===== config.mk =====
export PLATFORM = sky130hd
export DESIGN_NAME = coin_panel_ctrl
export DESIGN_NICKNAME = d
export VERILOG_FILES = /design/src/rtl/coin_panel_ctrl.sv
export SDC_FILE = /design/constraint.sdc
export NUM_CORES = 1
export LEC_CHECK = 0
export CORE_MARGIN = 4
export CORE_UTILIZATION = 50
export DETAILED_ROUTE_END_ITERATION = 8
export PLACE_DENSITY = 0.74
export SETUP_SLACK_MARGIN = 0.02
export SLEW_MARGIN = 20
export SYNTH_ARGS = -nofsm -noshare
export SYNTH_HDL_FRONTEND = slang
export SYNTH_SLANG_ARGS = --single-unit
export TNS_END_PERCENT = 5

===== constraint.sdc =====
create_clock -name clk -period 6.25 [get_ports clk]
set_input_delay 0.9375 -clock clk [delete_from_list [all_inputs] [get_ports clk]]
set_output_delay 0.9375 -clock clk [all_outputs]
set_load 0.005 [all_outputs]

===== src/rtl/coin_panel_ctrl.sv =====
// rtl/coin_panel_ctrl.sv - front-panel and coin-acceptor controller for the washing machine controller
//
// Tracks paid credit, prices the latched mode, raises start for a whole run,
// and meters coin ejection for refunds and rejected coins.
//
// Ports:
//   clk, rst              clock (rising edge), asynchronous active-high reset
//   coin_in               one-cycle pulse per inserted coin
//   mode_sel, mode_req    panel selector (00 none, 01..11 mode1..3) and latch pulse
//   start_req, cancel_req panel button pulses
//   idle_op, coin_rtrn    status from the washing machine controller
//   start                 level, high for the whole run
//   cancel                one-cycle pulse to the controller during a run
//   mode1..mode3          one-hot latched mode
//   credit                current credit in coins
//   coin_eject            one-cycle pulse per returned coin
//   coin_block            coin slot shutter closed (RUNNING, REFUND)
//   ready, busy           ARMED / RUNNING-or-REFUND indicators
module coin_panel_ctrl #(
  parameter int PRICE1    = 2,
  parameter int PRICE2    = 3,
  parameter int PRICE3    = 5,
  parameter int CREDIT_W  = 4,
  parameter int EJECT_GAP = 3
) (
  input  logic                clk,
  input  logic                rst,
  input  logic                coin_in,
  input  logic [1:0]          mode_sel,
  input  logic                mode_req,
  input  logic                start_req,
  input  logic                cancel_req,
  input  logic                idle_op,
  input  logic                coin_rtrn,
  output logic                start,
  output logic                cancel,
  output logic                mode1,
  output logic                mode2,
  output logic                mode3,
  output logic [CREDIT_W-1:0] credit,
  output logic                coin_eject,
  output logic                coin_block,
  output logic                ready,
  output logic                busy
);

  localparam int GAP_W = (EJECT_GAP > 1) ? $clog2(EJECT_GAP + 1) : 1;
  localparam logic [CREDIT_W-1:0] MAX_CREDIT = '1;

  typedef enum logic [2:0] {
    S_IDLE,
    S_SELECT,
    S_ARMED,
    S_RUNNING,
    S_REFUND
  } state_t;

  state_t              state_q, state_d;
  logic [1:0]          mode_q, mode_d, mode_new;
  logic                seen_busy_q, seen_busy_d;
  logic [GAP_W-1:0]    gap_q, gap_d;
  logic [CREDIT_W-1:0] credit_d;
  logic                start_d, cancel_d, eject_d;
  logic                coin_ok;
  logic [CREDIT_W:0]   cur_price, new_price, credit_eff, credit_left;
  logic [CREDIT_W-1:0] credit_back;

  function automatic logic [CREDIT_W:0] price_of(input logic [1:0] m);
    case (m)
      2'b01:   price_of = (CREDIT_W+1)'(PRICE1);
      2'b10:   price_of = (CREDIT_W+1)'(PRICE2);
      2'b11:   price_of = (CREDIT_W+1)'(PRICE3);
      default: price_of = '0;
    endcase
  endfunction

  // Credit arithmetic is one bit wider so coin+start can go below/above range safely.
  assign coin_ok     = coin_in && (credit != MAX_CREDIT);
  assign credit_eff  = {1'b0, credit} + {{CREDIT_W{1'b0}}, coin_ok};
  assign cur_price   = price_of(mode_q);
  assign mode_new    = mode_req ? mode_sel : mode_q;
  assign new_price   = price_of(mode_new);
  assign credit_left = credit_eff - cur_price;
  // Refund restores exactly what the start took, so it cannot exceed max credit.
  assign credit_back = credit + cur_price[CREDIT_W-1:0];

  always_comb begin
    state_d     = state_q;
    credit_d    = credit;
    mode_d      = mode_q;
    seen_busy_d = seen_busy_q;
    gap_d       = gap_q;
    start_d     = start;
    cancel_d    = 1'b0;
    eject_d     = 1'b0;

    case (state_q)
      S_IDLE, S_SELECT, S_ARMED: begin
        // A coin at max credit is handed straight back.
        eject_d = coin_in && !coin_ok;
        if (cancel_req) begin
          mode_d   = 2'b00;
          credit_d = credit_eff[CREDIT_W-1:0];
          gap_d    = '0;
          state_d  = (credit_eff != '0) ? S_REFUND : S_IDLE;
        end else if (start_req && (mode_q != 2'b00) && (credit_eff >= cur_price)) begin
          credit_d    = credit_left[CREDIT_W-1:0];
          start_d     = 1'b1;
          seen_busy_d = 1'b0;
          state_d     = S_RUNNING;
        end else begin
          credit_d = credit_eff[CREDIT_W-1:0];
          mode_d   = mode_new;
          if (mode_new == 2'b00)
            state_d = S_IDLE;
          else
            state_d = (credit_eff >= new_price) ? S_ARMED : S_SELECT;
        end
      end
      S_RUNNING: begin
        if (!idle_op) seen_busy_d = 1'b1;
        if (cancel_req) cancel_d = 1'b1;
        if (coin_rtrn) begin
          credit_d = credit_back;
          start_d  = 1'b0;
          gap_d    = '0;
          state_d  = S_REFUND;
        end else if (seen_busy_q && idle_op) begin
          // Controller went busy and came back idle: run finished.
          start_d = 1'b0;
          mode_d  = 2'b00;
          state_d = S_IDLE;
        end
      end
      S_REFUND: begin
        if (credit == '0) begin
          mode_d  = 2'b00;
          state_d = S_IDLE;
        end else if (gap_q == '0) begin
          eject_d  = 1'b1;
          credit_d = credit - 1'b1;
          gap_d    = GAP_W'(EJECT_GAP);
        end else begin
          gap_d = gap_q - 1'b1;
        end
      end
      default: state_d = S_IDLE;
    endcase
  end

  always_ff @(posedge clk or posedge rst) begin
    if (rst) begin
      state_q     <= S_IDLE;
      mode_q      <= 2'b00;
      seen_busy_q <= 1'b0;
      gap_q       <= '0;
      credit      <= '0;
      start       <= 1'b0;
      cancel      <= 1'b0;
      coin_eject  <= 1'b0;
      mode1       <= 1'b0;
      mode2       <= 1'b0;
      mode3       <= 1'b0;
      coin_block  <= 1'b0;
      ready       <= 1'b0;
      busy        <= 1'b0;
    end else begin
      state_q     <= state_d;
      mode_q      <= mode_d;
      seen_busy_q <= seen_busy_d;
      gap_q       <= gap_d;
      credit      <= credit_d;
      start       <= start_d;
      cancel      <= cancel_d;
      coin_eject  <= eject_d;
      mode1       <= (mode_d == 2'b01);
      mode2       <= (mode_d == 2'b10);
      mode3       <= (mode_d == 2'b11);
      coin_block  <= (state_d == S_RUNNING) || (state_d == S_REFUND);
      ready       <= (state_d == S_ARMED);
      busy        <= (state_d == S_RUNNING) || (state_d == S_REFUND);
    end
  end

endmodule


==> results.txt, run 1 <==
EDFF count, synth: 0
FF-to-FF setup slack: 3130 ps
Hold Path Class: flip-flop to flip-flop
setup bufs post-CTS: 0
via count: 1,441
cts repair resizes: 0
R2R depth: 11
Routed WL: 3670 µm
pwr/cell area: 545 mW/mm²
Avg WL per Cell: 15.1 µm
Synth async-reset ratio: 100%
most used routing layer: met2
GRT met2 Usage: 33.1%
status: finished clean
Cells after DPL: 239
commonest non-fill, non-tap cell in the layout: clkdlybuf4s50_1
Max transition margin: 48.8%
Hold Startpoint: gap_q[1]$_DFFE_PP0P_
largest net degree at the start of global routing: 21
drt first pass iters: 4
share of layout cells above drive strength 1: 5.53%
GR Util met3: 3.99%
fin nets: 228
Layout area overhead: 18.1%
Worst path top cell family by delay: adder cells
fin util: 62.2%
Leakage: 0.826 nW
Post-DP HPWL: 2920 µm
DIE AREA: 0.00422 mm²
cell depth of the worst setup path: 11
Clk pin slew, worst setup/hold paths: 120 ps
worst-path maximum fanout: 7
Longest Clk Path Bufs: 2
VDD IR-drop max: 0.000332 V
Finish-stage setup viols: 0
Seq/Total Area, Yosys: 30.9%
Post-CTS Hold Buffers: 0
gr ovfl total: 0
RSZ-0062 raised after global routing: false
Worst R2R Start: credit[2]$_DFFE_PP0P_
Worst R2R End: credit[1]$_DFFE_PP0P_
ys flop type: dfrtp_1
Critical-path top delay cell: clkdlybuf4s50_1
antenna diode count: 0
synthesized area: 0.00162 mm²
Final period util: 54.8%
final hold violations: 0
hold depth: 2
setup TNS: 0 ps
Die H: 65.0 µm
dpl ws: 2510 ps
Slew @ Worst Pin: 762 ps
Post-Synthesis Cells: 179
clk_skew: 3.34 ps
drt via density: 5.93
critical path type: primary input to flip-flop
Hold Path Sink: gap_q[1]$_DFFE_PP0P_
first-pass GRT wire length: 6510 µm
syn avg cell area: 9.06 µm²
final worst slack: 2830 ps
Max Slew Vio Count: 0
slowest stage delay, CP: 420 ps
crit path launch: coin_in
crit path DAT: 3630 ps
Placeable Area: 0.00308 mm²
Synth cell types: 52
Synth warnings: 0
fin cells: 243
vias in the first global route: 1,436
worst skew pair latency: 310 ps
initial core utilization: 52.7%
Critical Path Start Type: primary input
syn nets: 207
Worst Path Required: 6460 ps
Rows: 20
Most Frequent Cell on Critical Path: ha_1
initial antenna violation count: 0
antenna-violating nets left: 0
Inserted Clock Buffers: 3
1st-iter DRT viols: 100
Max Cap Violations: 0
CTS H-Tree Depth: 1
root buffer cell: clkbuf_4
Bufs and invs on worst path: 1
met1 Usage GRT: 24.3%
fin crit period: 3420 ps
FMAX: 292 MHz
worst hold slack: 494 ps
most frequent cells in the layout: clkdlybuf4s50_1, dfrtp_1, inv_1
Critical Path End Type: flip-flop
CTS tree: done
clock sink count: 20
#FFs+latches synth: 20
num ports: 23
placer congestion estimate: 0.843
critical-path cell list: clkdlybuf4s50_1 -> and2_1 -> ha_1 -> ha_1 -> ha_1 -> nand3_1 -> mux2_1 -> and4_4 -> o21ai_1 -> o31ai_1 -> a221o_1
Die X: 65.0 µm
I/O Buffers: 22
gr usage total: 19.5%
DRC Markers: 0
cells in the mapped netlist (4+ instances only):
library cell  number  share of area (%)
nor2_1             7                1.6
nand2_1           11                2.5
nand2b_1           8                3.1
xnor2_1            6                3.2
a211oi_1           4                1.9
ha_1              16                 12
a21oi_1           10                3.1
inv_1             18                4.2
dfrtp_1           20                 31
nand3_1            4                1.2
o21ai_0            5                1.5
and2_1             5                1.9
o31ai_1            4                1.9
cell families after synthesis:
| group | Yosys count | share of synthesized area, % |
|---|---|---|
| flip-flops | 20 | 30.9 |
| AND/OR/NAND/NOR | 54 | 18.7 |
| XOR/XNOR | 7 | 3.78 |
| multiplexers | 4 | 2.62 |
| AO/OA/AOI/OAI | 51 | 22.4 |
| buffers and inverters | 24 | 6.25 |
| adder cells (fa/ha/maj) | 19 | 15.4 |
cell type report:
class / count / area [µm²]
Inverter: 18 / 67.6
Sequential cell: 20 / 500
Fill cell: 277 / 1160
Multi-Input combinational cell: 135 / 1020
Clock buffer: 3 / 22.5
Tap cell: 44 / 55.1
Timing Repair Buffer: 22 / 220
Clock inverter: 1 / 30.0
state kept, by name, summed over array words and instances (netlist names), 2 cells and up:
name / count
mode_q: 2
credit: 4
gap_q: 2
state_q: 3
worst max-delay path by stage:
| stage | to |
|---|---|
| after global placement | credit[1]$_DFFE_PP0P_ |
| after CTS | credit[1]$_DFFE_PP0P_ |
| after floorplan | credit[2]$_DFFE_PP0P_ |
| after detailed placement | credit[1]$_DFFE_PP0P_ |
| after global routing | mode1$_DFF_PP0_ |
| final | credit[1]$_DFFE_PP0P_ |
worst min-delay path: stages, from the launching register on:
cell and delay (ps):
dfrtp_1 360, nand2_1 50, o31ai_1 60
metal layers:
layer	wire [µm]	vias to the layer above
li1	-	686
met1	1550	707
met2	1810	39
met3	220	9
met4	82	0
met5	0	-
through the flow:
step	area (µm²)	power, mW
after floorplan	1620	0.742
after global placement	1860	0.902
after detailed placement	1860	0.931
after CTS	1920	1.04
after global routing	1920	1.15
final	1920	1.04
power by group:
part	switching, mW	leakage, nW	internal, mW
clock	0.0434	0.0279	0.0649
sequential	0.0633	0.257	0.179
combinational	0.368	0.541	0.325
(Power assumes the default switching activity.)
==> inputs of run 2 (changes only) <==
- clock period: 6.25 -> 3.2 ns (I/O delays scaled with it)
==> results.txt, run 2 (same netlist as run 1, synthesis figures left out) <==
status: finished clean
commonest non-fill, non-tap cell in the layout: clkdlybuf4s50_1
R2R depth: 11 (unchanged)
fin nets: 234 (+2.6%)
Routed WL: 3640 µm (-0.68%)
first-pass GRT wire length: 6580 µm (+1.2%)
Clk pin slew, worst setup/hold paths: 120 ps (about the same)
fin crit period: 2910 ps
DRC Markers: 0 (unchanged)
antenna-violating nets left: 0 (unchanged)
Post-DP HPWL: 2900 µm (-0.89%)
share of layout cells above drive strength 1: 8.78% (+3.3 points)
VDD IR-drop max: 0.000707 V (+110%)
initial core utilization: 52.7% (unchanged)
most frequent cells in the layout: clkdlybuf4s50_1, dfrtp_1, inv_1
num ports: 23 (unchanged)
sequential group share of total power: 21.4% (-1.8 points)
Critical Path Start Type: flip-flop
Final period util: 91.1%
Worst R2R Start: credit[0]$_DFFE_PP0P_
pwr/cell area: 1060 mW/mm² (+95%)
Critical Path End Type: flip-flop
clock sink count: 20 (unchanged)
RSZ-0062 raised after global routing: false
placer congestion estimate: 0.907 (+7.6%)
Placeable Area: 0.00308 mm² (unchanged)
via count: 1,420 (-1.5%)
Max Cap Violations: 0 (unchanged)
power share of the clock group: 10.0% (-0.4 points)
fill count: 265 (-4.3%)
drt via density: 5.70 (-3.8%)
CTS tree: done
crit path launch: credit[0]$_DFFE_PP0P_
Rows: 20 (unchanged)
gr ovfl total: 0 (unchanged)
1st-iter DRT viols: 86 (-14%)
Die H: 65.0 µm (unchanged)
Biggest register: credit
root buffer cell: clkbuf_4
Avg WL per Cell: 14.6 µm (-3.1%)
worst skew pair latency: 300 ps (about the same)
Max Slew Vio Count: 0 (unchanged)
Hold Path Class: flip-flop to flip-flop
CTS H-Tree Depth: 1 (unchanged)
Die X: 65.0 µm (unchanged)
crit path DAT: 3110 ps (-520 ps)
switching share of total power: 44.5% (-0.95 points)
Worst R2R End: credit[2]$_DFFE_PP0P_
initial antenna violation count: 0 (unchanged)
vias in the first global route: 1,495 (+4.1%)
Longest Clk Path Bufs: 2 (unchanged)
Setup crit end: credit[2]$_DFFE_PP0P_
FMAX: 343 MHz
Leakage: 0.857 nW (+3.7%)
worst-path maximum fanout: 7 (unchanged)
critical path type: flip-flop to flip-flop
I/O Buffers: 22 (unchanged)
DIE AREA: 0.00422 mm² (unchanged)
Slew @ Worst Pin: 769 ps (+7.82 ps)
Finish-stage setup viols: 0 (unchanged)
P_sw: 931 µW (+96%)
final hold violations: 0 (unchanged)
biggest regs: credit (4), state_q (3)
largest net degree at the start of global routing: 21 (unchanged)
clk_skew: 6.53 ps (+3.19 ps)
gr usage total: 19.9% (+0.40 points)
Worst Path Required: 3390 ps (-3070 ps)
Max transition margin: 48.7% (-0.11 points)
drt first pass iters: 4 (unchanged)
combinational power share: 68.6% (+2.2 points)
number of flip-flops in the largest register: 4 (unchanged)
Cell Int Power: 1.16 mW (+100%)
worst hold slack: 506 ps (+11.3 ps)
setup TNS: 0 ps (unchanged)
FF-to-FF setup slack: 290 ps (-2840 ps)
Layout area overhead: 21.1%
antenna diode count: 0 (unchanged)
Inserted Clock Buffers: 3 (unchanged)
==> run 2: changes by cell type in the layout (fill, tap and decap cells not counted) <==
cell	before	now
buf_4	0	6
o21ai_2	0	1
o21ai_1	3	2
==> run 2: per-stage QoR <==
stage | utilization, % | setup WS (ps) | power, mW | std cells | cell area, µm²
6_report | 63.8 | 285 | 2.09 | 249 | 1960
5_1_grt | 63.8 | 84.8 | 2.31 | 249 | 1960
4_1_cts | 63.7 | 291 | 2.08 | 249 | 1960
3_5_place_dp | 62.0 | 22.5 | 1.87 | 245 | 1910
3_3_place_gp | 62.0 | 89.1 | 1.83 | 245 | 1910
2_1_floorplan | - | 343 | 1.45 | 179 | 1620
==> run 2: how the worst min path moves through the flow <==
stage	cells past startpoint	endpoint	from	slack, ps
final	2	gap_q[0]$_DFFE_PP0P_	gap_q[0]$_DFFE_PP0P_	510
after global routing	2	gap_q[0]$_DFFE_PP0P_	gap_q[0]$_DFFE_PP0P_	530
after detailed placement	2	gap_q[0]$_DFFE_PP0P_	gap_q[0]$_DFFE_PP0P_	480
after global placement	2	gap_q[1]$_DFFE_PP0P_	gap_q[1]$_DFFE_PP0P_	460
after CTS	2	gap_q[0]$_DFFE_PP0P_	gap_q[0]$_DFFE_PP0P_	510
after floorplan	1	busy$_DFF_PP0_	rst	440
==> run 2: layout make-up <==
cell class	instances	area (µm²)	share of cell area, %
multi-input combinational	135	1020	52.1
timing repair buffer	28	265	13.5
sequential	20	500	25.5
tap	44	55.1	2.80
clock inverter	1	30.0	1.53
clock buffer	3	22.5	1.15
inverter	18	67.6	3.44
==> run 2: repair_timing <==
action                                  CTS  global route
hold buffers                              0             0
gates resized for setup                   0             1
endpoints found under the setup margin    0             1
buffers inserted                          0             0
==> run 2: power groups by stage <==
stage          Combinational (mW)  Clock, mW  Sequential (mW)
6_report                     1.43      0.209            0.447
2_1_floorplan                1.02          0            0.432
3_3_place_gp                 1.38          0            0.450
4_1_cts                      1.43      0.210            0.445
5_1_grt                      1.62      0.229            0.464
3_5_place_dp                 1.42          0            0.452
==> run 2: worst max-delay path, cell delays in order (launching register included) <==
cell	delay, ps
dfrtp_1	460
nand4_1	140
and2_1	180
ha_1	200
ha_1	290
ha_1	330
nand3_1	90
mux2_1	320
and4_4	240
nor3_4	160
xnor2_1	90
a221o_1	300
==> run 2: routing by layer <==
layer  wire, µm  up-vias  global-route usage (%)
met3        129        9                    3.47
li1           -      695                       -
met1       1640      675                    23.8
met5          0        -                       0
met4         70        0                    9.76
met2       1810       41                    34.0
